File: src/rtl/wb_pkg.sv
// Shared Wishbone definitions for the debug-path master and the register-file
// responder: bus widths and the responder FSM state encoding.
package wb_pkg;

  localparam int unsigned WB_ADDR_W = 32;
  localparam int unsigned WB_DATA_W = 64;
  localparam int unsigned WB_SEL_W  = WB_DATA_W / 8;

  // Responder handshake states.
  //   WBS_IDLE : waiting for cyc & stb, request fields captured here only
  //   WBS_WAIT : optional wait states before the response
  //   WBS_RESP : single-cycle ack/err
  //   WBS_HOLD : absorb a still-asserted strobe so it is answered once
  typedef enum logic [1:0] {
    WBS_IDLE = 2'd0,
    WBS_WAIT = 2'd1,
    WBS_RESP = 2'd2,
    WBS_HOLD = 2'd3
  } wbs_state_t;

endpackage

File: src/rtl/wb_regfile.sv
// NUM_REGS x 64-bit register file with a byte-enable write port and one
// combinational read port. Register 0 has no storage and always reads as
// ID_VALUE; registers 1..NUM_REGS-1 clear on the asynchronous reset.
//
// Ports:
//   clk_i    in  1          clock, rising edge
//   rst_i    in  1          asynchronous active-low clear
//   wr_en    in  1          write strobe (ignored for index 0)
//   wr_idx   in  IDX_W      write register index
//   wr_data  in  64         write data
//   wr_sel   in  8          byte-lane enables for the write
//   rd_idx   in  IDX_W      read register index
//   rd_data  out 64         read data (combinational)
module wb_regfile
  import wb_pkg::*;
#(
  parameter int unsigned            NUM_REGS = 16,
  parameter logic [WB_DATA_W-1:0]   ID_VALUE = 64'h5742_534C_0000_0001
) (
  input  logic                        clk_i,
  input  logic                        rst_i,
  input  logic                        wr_en,
  input  logic [$clog2(NUM_REGS)-1:0] wr_idx,
  input  logic [WB_DATA_W-1:0]        wr_data,
  input  logic [WB_SEL_W-1:0]         wr_sel,
  input  logic [$clog2(NUM_REGS)-1:0] rd_idx,
  output logic [WB_DATA_W-1:0]        rd_data
);

  localparam int unsigned IDX_W = $clog2(NUM_REGS);

  // Index 0 is the read-only ID word, so storage starts at 1.
  logic [WB_DATA_W-1:0] regs [1:NUM_REGS-1];

  // NOTE: this storage is flop-based and small, so it is cleared by the async
  // reset; a RAM macro could not be, and would need an explicit init sequence.
  always_ff @(posedge clk_i or negedge rst_i) begin
    if (!rst_i) begin
      for (int i = 1; i < int'(NUM_REGS); i++) regs[i] <= '0;
    end else if (wr_en) begin
      for (int i = 1; i < int'(NUM_REGS); i++) begin
        if (wr_idx == IDX_W'(i)) begin
          for (int b = 0; b < int'(WB_SEL_W); b++) begin
            if (wr_sel[b]) regs[i][8*b +: 8] <= wr_data[8*b +: 8];
          end
        end
      end
    end
  end

  always_comb begin
    rd_data = ID_VALUE;
    for (int i = 1; i < int'(NUM_REGS); i++) begin
      if (rd_idx == IDX_W'(i)) rd_data = regs[i];
    end
  end

endmodule

File: src/rtl/wishbone_slave_regfile.sv
// Wishbone classic-cycle responder in front of a 64-bit register file.
// Decodes a base-relative window, inserts WAIT_STATES cycles, then answers
// every strobe exactly once with ack_o (in window) or err_o (out of window).
// A strobe held after the response is parked in HOLD until it drops.
//
// Ports:
//   clk_i  in  1   clock, rising edge
//   rst_i  in  1   asynchronous active-low reset
//   cyc_i  in  1   bus cycle valid
//   stb_i  in  1   strobe; request = cyc_i & stb_i
//   we_i   in  1   1 = write, 0 = read
//   adr_i  in  32  byte address, bits [2:0] ignored
//   dat_i  in  64  write data
//   sel_i  in  8   byte-lane enables
//   dat_o  out 64  registered read data, held until the next in-window read
//   ack_o  out 1   one-cycle normal termination
//   err_o  out 1   one-cycle error termination
module wishbone_slave_regfile
  import wb_pkg::*;
#(
  parameter logic [WB_ADDR_W-1:0] ADDR_BASE   = 32'h0000_0000,
  parameter int unsigned          NUM_REGS    = 16,
  parameter int unsigned          WAIT_STATES = 0,
  parameter logic [WB_DATA_W-1:0] ID_VALUE    = 64'h5742_534C_0000_0001
) (
  input  logic                 clk_i,
  input  logic                 rst_i,
  input  logic                 cyc_i,
  input  logic                 stb_i,
  input  logic                 we_i,
  input  logic [WB_ADDR_W-1:0] adr_i,
  input  logic [WB_DATA_W-1:0] dat_i,
  input  logic [WB_SEL_W-1:0]  sel_i,
  output logic [WB_DATA_W-1:0] dat_o,
  output logic                 ack_o,
  output logic                 err_o
);

  localparam int unsigned IDX_W  = $clog2(NUM_REGS);
  localparam int unsigned WORD_W = WB_ADDR_W - 3;
  localparam logic [WORD_W-1:0] BASE_WORD = ADDR_BASE[WB_ADDR_W-1:3];

  wbs_state_t state_q, state_d;

  logic                 req;
  logic [3:0]           cnt_q;
  logic                 we_q, in_win_q;
  logic [IDX_W-1:0]     idx_q;
  logic [WB_DATA_W-1:0] dat_q;
  logic [WB_SEL_W-1:0]  sel_q;

  logic [WORD_W-1:0]    word_off;
  logic                 in_win;
  logic                 cur_we, cur_in_win;
  logic [IDX_W-1:0]     cur_idx;
  logic [WB_DATA_W-1:0] cur_dat;
  logic [WB_SEL_W-1:0]  cur_sel;
  logic                 enter_resp;
  logic                 wr_en;
  logic [WB_DATA_W-1:0] rd_data;
  logic                 unused_adr;

  assign req = cyc_i & stb_i;

  // Word-granular decode; the byte offset within a word is don't-care.
  assign word_off   = adr_i[WB_ADDR_W-1:3] - BASE_WORD;
  assign in_win     = (adr_i[WB_ADDR_W-1:3] >= BASE_WORD) &&
                      (word_off < WORD_W'(NUM_REGS));
  assign unused_adr = ^adr_i[2:0];

  // With zero wait states the response is entered straight from IDLE, on the
  // same edge that captures the request, so the live bus fields are used
  // then; otherwise the captured copies are.
  assign cur_we     = (state_q == WBS_IDLE) ? we_i   : we_q;
  assign cur_in_win = (state_q == WBS_IDLE) ? in_win : in_win_q;
  assign cur_idx    = (state_q == WBS_IDLE) ? word_off[IDX_W-1:0] : idx_q;
  assign cur_dat    = (state_q == WBS_IDLE) ? dat_i  : dat_q;
  assign cur_sel    = (state_q == WBS_IDLE) ? sel_i  : sel_q;

  assign enter_resp = (state_d == WBS_RESP) && (state_q != WBS_RESP);
  assign wr_en      = enter_resp && cur_we && cur_in_win && (cur_idx != '0);

  // NOTE: sequential state uses non-blocking assignments so every flop
  // samples pre-edge values regardless of process evaluation order.
  always_ff @(posedge clk_i or negedge rst_i) begin
    if (!rst_i) state_q <= WBS_IDLE;
    else        state_q <= state_d;
  end

  // NOTE: state_d gets its default before the case so no path leaves it
  // unassigned, which would otherwise infer a latch.
  always_comb begin
    state_d = state_q;
    case (state_q)
      WBS_IDLE: if (req) state_d = (WAIT_STATES > 0) ? WBS_WAIT : WBS_RESP;
      WBS_WAIT: begin
        if (!req)             state_d = WBS_IDLE;  // abort: no write, no response
        else if (cnt_q == '0) state_d = WBS_RESP;
      end
      WBS_RESP: state_d = WBS_HOLD;
      WBS_HOLD: if (!req) state_d = WBS_IDLE;
      default:  state_d = WBS_IDLE;
    endcase
  end

  // Request capture and wait counter; inputs are sampled only in IDLE.
  always_ff @(posedge clk_i or negedge rst_i) begin
    if (!rst_i) begin
      cnt_q    <= '0;
      we_q     <= 1'b0;
      in_win_q <= 1'b0;
      idx_q    <= '0;
      dat_q    <= '0;
      sel_q    <= '0;
    end else if (state_q == WBS_IDLE && req) begin
      cnt_q    <= (WAIT_STATES > 0) ? 4'(WAIT_STATES - 1) : 4'd0;
      we_q     <= we_i;
      in_win_q <= in_win;
      idx_q    <= word_off[IDX_W-1:0];
      dat_q    <= dat_i;
      sel_q    <= sel_i;
    end else if (state_q == WBS_WAIT && cnt_q != '0) begin
      cnt_q <= cnt_q - 4'd1;
    end
  end

  // Responses are registered so ack_o/err_o rise exactly with the RESP state.
  always_ff @(posedge clk_i or negedge rst_i) begin
    if (!rst_i) begin
      ack_o <= 1'b0;
      err_o <= 1'b0;
      dat_o <= '0;
    end else begin
      ack_o <= enter_resp &&  cur_in_win;
      err_o <= enter_resp && !cur_in_win;
      if (enter_resp && cur_in_win && !cur_we) dat_o <= rd_data;
    end
  end

  wb_regfile #(
    .NUM_REGS (NUM_REGS),
    .ID_VALUE (ID_VALUE)
  ) u_regfile (
    .clk_i   (clk_i),
    .rst_i   (rst_i),
    .wr_en   (wr_en),
    .wr_idx  (cur_idx),
    .wr_data (cur_dat),
    .wr_sel  (cur_sel),
    .rd_idx  (cur_idx),
    .rd_data (rd_data)
  );

endmodule

File: config.mk
export PLATFORM = sky130hd
export DESIGN_NAME = wishbone_slave_regfile
export DESIGN_NICKNAME = d
export VERILOG_FILES = /design/src/rtl/wb_pkg.sv /design/src/rtl/wb_regfile.sv /design/src/rtl/wishbone_slave_regfile.sv
export SDC_FILE = /design/constraint.sdc
export NUM_CORES = 2
export LEC_CHECK = 0
export BUFFER_PORTS_ARGS = -buffer_cell sky130_fd_sc_hd__buf_2
export CAP_MARGIN = 10
export CORE_ASPECT_RATIO = 1.4
export CORE_MARGIN = 10
export CORE_UTILIZATION = 57
export CTS_CLUSTER_SIZE = 28
export DETAILED_ROUTE_END_ITERATION = 8
export PLACE_DENSITY = 0.74
export REMOVE_ABC_BUFFERS = 1
export SLEW_MARGIN = 20
export SYNTH_ARGS = -nofsm -noshare
export SYNTH_HDL_FRONTEND = slang
export SYNTH_SLANG_ARGS = --single-unit
File: constraint.sdc
create_clock -name clk_i -period 5 [get_ports clk_i]
set_clock_uncertainty 0.2 [all_clocks]
set_input_delay 0 -clock clk_i [delete_from_list [all_inputs] [get_ports clk_i]]
set_output_delay 0 -clock clk_i [all_outputs]
set_load 0.005 [all_outputs]
==> flow_summary.rst <==
.. list-table::
   :header-rows: 1

   * - Metric
     - Value
   * - Worst min-delay path category
     - in2reg
   * - Clock tree from TritonCTS
     - done
   * - Starting density of the core
     - 57.3%
   * - DRC violation count after routing
     - 0
   * - Number of max-cap violations
     - 0
   * - Worst Path Arrival
     - slightly below 5 ns
   * - Initial DRC Count
     - between 3000 and 4000
   * - Number of vias per cell after detailed routing
     - roughly 6.5
   * - Top_reg_cell synth
     - sky130_fd_sc_hd__dfrtp_1
   * - Clock slew at reported path FFs
     - 0.06 ns
   * - Setup Fix Bufs, Post-CTS
     - 0
   * - Critical path data required time
     - about 5.4 ns
   * - Global-route congestion overflow total
     - 0
   * - Max transition margin
     - between 10% and 20%
   * - I/O pins
     - 175
   * - Clock period minus final worst setup slack
     - between 4 and 5 ns
   * - Sequential element share of the synthesized area
     - a little under three fifths
   * - Fraction of synthesized cell area taken by the top area cell type
     - between 50% and 60%
   * - VDD IR-drop max
     - between 0.3 and 0.4 mV
   * - Largest net degree at the start of global routing
     - 150
   * - Cell type with the largest total area after synthesis
     - sky130_fd_sc_hd__dfrtp_1
   * - Total Die Area
     - ~100000 um2
   * - Height of the chip
     - between 300 and 400 um
   * - Core Box Area
     - 87000 um2
   * - Worst hold slack after final layout
     - between 0.05 and 0.06 ns
   * - Final setup viols
     - 0
   * - Share of async-settable or async-resettable flops after synthesis
     - 100%
   * - Library cell used as clock root buffer
     - sky130_fd_sc_hd__clkbuf_16
   * - Power Dens Cells
     - between 400 and 500 nW/um2
   * - Result of the run
     - finished clean
   * - Number of flops mapped to enable cells by yosys
     - 0
   * - Hpwl dp
     - between 90000 and 100000 um
   * - # nets final
     - about 4600
   * - Antenna Nets Post-Route
     - 0
   * - Number of endpoints with negative hold slack in the final report
     - 0
   * - Fraction of layout instances using a drive strength above 1
     - 21.0%
   * - Final slew viol count
     - 0
   * - Most frequent cells after synthesis
     - sky130_fd_sc_hd__dfrtp_1, sky130_fd_sc_hd__mux2_1, sky130_fd_sc_hd__nand2_1
   * - Wirelength, routed
     - 156000 um
   * - Flop and latch count out of synthesis
     - 1110
   * - Gp weighted congestion
     - 0.903
   * - Initial antenna violation count
     - 5
   * - Vias in the first global route
     - ~39000
   * - Total leakage power
     - just under 30 nW
   * - Total number of H-tree levels
     - 3
   * - Aggregate global-route resource usage
     - 30.8%
   * - Wire length of the first global-routing pass
     - approximately 240000 um
   * - CP Capture Type
     - flip-flop
   * - Post-layout power
     - about 28 mW
   * - Number of different library cells in the post-synthesis netlist
     - 72
   * - Ratio of final minimum period to clock period
     - ~90%
   * - Placed Cells
     - around 5400
   * - Crit path max fanout
     - 15
   * - Average size of a mapped cell
     - around 12 um2
   * - Yosys warning total
     - 0
   * - Sum Neg Setup Slack
     - 0 ns
   * - Most used standard cell by instance count after synthesis
     - sky130_fd_sc_hd__dfrtp_1
   * - Post-Synthesis Cell Area
     - 49900 um2
   * - Number of cells traversed by the worst register-to-register path
     - 7
   * - Synthesis-to-finish area growth
     - 16.0%
   * - Fill cell instance count of the final layout
     - about 6200
   * - DIE WIDTH
     - ~270 um
   * - Final instance count without filler cells
     - 5718
   * - Startpoint types
     - input port
   * - First-pass iteration count of the detailed router
     - 8
   * - Worst Hold Path Cells
     - 4
   * - Row cnt
     - about 130
   * - Number of sinks handled by clock tree synthesis
     - 1110
   * - Buffers from clock root to sink, at most
     - 3
   * - Port buffer count
     - around 170
   * - Clock latency at the later pin of the worst-skew pair
     - around 0.7 ns
   * - Total CTS buffers
     - between 100 and 150
   * - Category of the critical setup timing path
     - in2reg
   * - Achievable clock frequency
     - ~220 MHz
   * - Synthesized instance count
     - around 4200
   * - Average wire per standard cell
     - 27.3 um
   * - Setup repair after global routing missed its margin
     - no
   * - Actual slew at the worst max-slew pin
     - ~1.2 ns
   * - Count of vias placed by the detailed router
     - approximately 37000
   * - Synth area leaders
     - sky130_fd_sc_hd__dfrtp_1, sky130_fd_sc_hd__mux2_1, sky130_fd_sc_hd__mux2_2, sky130_fd_sc_hd__nand2_1, sky130_fd_sc_hd__a21oi_1
[where the power goes]
group	internal, mW	total, mW	switching (mW)
logic	2.48	9.69	7.20
registers	9.51	9.87	0.357
clock network	4.70	8.15	3.45
total	16.7	27.7	11.0
[path summary, 6_finish.rpt]
path / startpoint / end / slack [ns]
max: adr_i[31] / u_regfile.regs[938]$_DFFE_PN0P_ / 0.50
min: adr_i[3] / idx_q[0]$_DFFE_PN0P_ / 0.06
max reg2reg: state_q[0]$_DFF_PN0_ / dat_o[61]$_DFFE_PN0P_ / 0.93
min reg2reg: dat_o[38]$_DFFE_PN0P_ / dat_o[38]$_DFFE_PN0P_ / 0.27
max in group asynchronous: rst_i / u_regfile.regs[151]$_DFFE_PN0P_ / 3.31
min in group asynchronous: rst_i / u_regfile.regs[159]$_DFFE_PN0P_ / 0.48
[worst max-delay path, cell delays in order]
cell,delay [ns]
sky130_fd_sc_hd__dlygate4sd3_1,0.54
sky130_fd_sc_hd__buf_2,0.12
sky130_fd_sc_hd__nor4_1,0.24
sky130_fd_sc_hd__dlygate4sd3_1,0.58
sky130_fd_sc_hd__nand4_1,0.12
sky130_fd_sc_hd__dlygate4sd3_1,0.60
sky130_fd_sc_hd__o31ai_1,0.36
sky130_fd_sc_hd__nand2_2,0.39
sky130_fd_sc_hd__a21oi_2,0.87
sky130_fd_sc_hd__nand2_1,0.54
sky130_fd_sc_hd__mux2_1,0.48
[per-stage QoR]
stage	utilization, %	area [um2]	worst slack, ns
after floorplan	-	48700	-4.56
after global placement	60.3	52400	1.03
after detailed placement	60.4	52500	1.07
after CTS	66.5	57800	0.614
after global routing	66.5	57800	0.293
final	66.5	57800	0.496
[what timing repair did]
action                                 in CTS  in global routing
resized for setup                           0                  0
hold buffers                              178                  0
endpoints found under the hold margin    1711                  0
[layout make-up]
class	count	area (um2)	share of cell area, %
antenna	4	10.0	0.0173
inverter	4	15.0	0.0260
clock buffer	160	3170	5.48
multi-input combinational	2774	21200	36.6
timing repair buffer	471	3890	6.73
clock inverter	25	318	0.550
sequential	1110	27800	48.0
tap	1170	1460	2.53
[cells in the final DEF, fill, tap and decap left out, types with 14 or more instances in the layout]
cell type / instances
sky130_fd_sc_hd__nand2_1: 595
sky130_fd_sc_hd__o22ai_1: 131
sky130_fd_sc_hd__nor3_1: 29
sky130_fd_sc_hd__dfrtp_1: 1110
sky130_fd_sc_hd__clkbuf_1: 25
sky130_fd_sc_hd__o211ai_1: 16
sky130_fd_sc_hd__nand2_2: 93
sky130_fd_sc_hd__clkinv_2: 15
sky130_fd_sc_hd__a221oi_1: 58
sky130_fd_sc_hd__a222oi_1: 46
sky130_fd_sc_hd__nor2_1: 86
sky130_fd_sc_hd__mux2i_1: 20
sky130_fd_sc_hd__dlygate4sd3_1: 177
sky130_fd_sc_hd__nor4_1: 38
sky130_fd_sc_hd__clkbuf_8: 27
sky130_fd_sc_hd__o31ai_1: 15
sky130_fd_sc_hd__o221ai_1: 14
sky130_fd_sc_hd__buf_4: 98
sky130_fd_sc_hd__nand3_1: 33
sky130_fd_sc_hd__buf_2: 170
sky130_fd_sc_hd__mux2_1: 640
sky130_fd_sc_hd__buf_12: 19
sky130_fd_sc_hd__clkbuf_16: 108
sky130_fd_sc_hd__and3_1: 37
sky130_fd_sc_hd__a21oi_1: 187
sky130_fd_sc_hd__mux2_2: 354
sky130_fd_sc_hd__a21o_1: 38
sky130_fd_sc_hd__o21ai_0: 131
sky130_fd_sc_hd__a31oi_1: 16
[kinds of logic (layout without fill, tap and decap cells)]
group,after synthesis,after routing,share of synthesized area (%)
flip-flops,1110,1110,55.7
multiplexers,1016,1016,22.9
AND/OR/NAND/NOR,975,975,8.63
AO/OA/AOI/OAI,780,780,10.4
buffers and inverters,281,660,2.30
XOR/XNOR,2,2,0.0351
adder cells (fa/ha/maj),1,1,0.0251
other,0,4,0
[registers in the layout (all words and copies together) (netlist names), 2 cells and up]
signal,count
u_regfile.regs,960
dat_o,64
dat_q,64
sel_q,8
cnt_q,4
idx_q,4
state_q,2
[routing by layer]
layer / up-vias / routed length [um] / share of wire [%] / GRT usage, %
met2: 1733 / 75500 / 48 / 51.6
met1: 19000 / 57500 / 37 / 36.4
met3: 562 / 12200 / 7.8 / 5.74
met5: - / 0 / 0 / 0
li1: 15800 / - / - / -
met4: 0 / 10600 / 6.8 / 19.4
(Power assumes the default switching activity.)
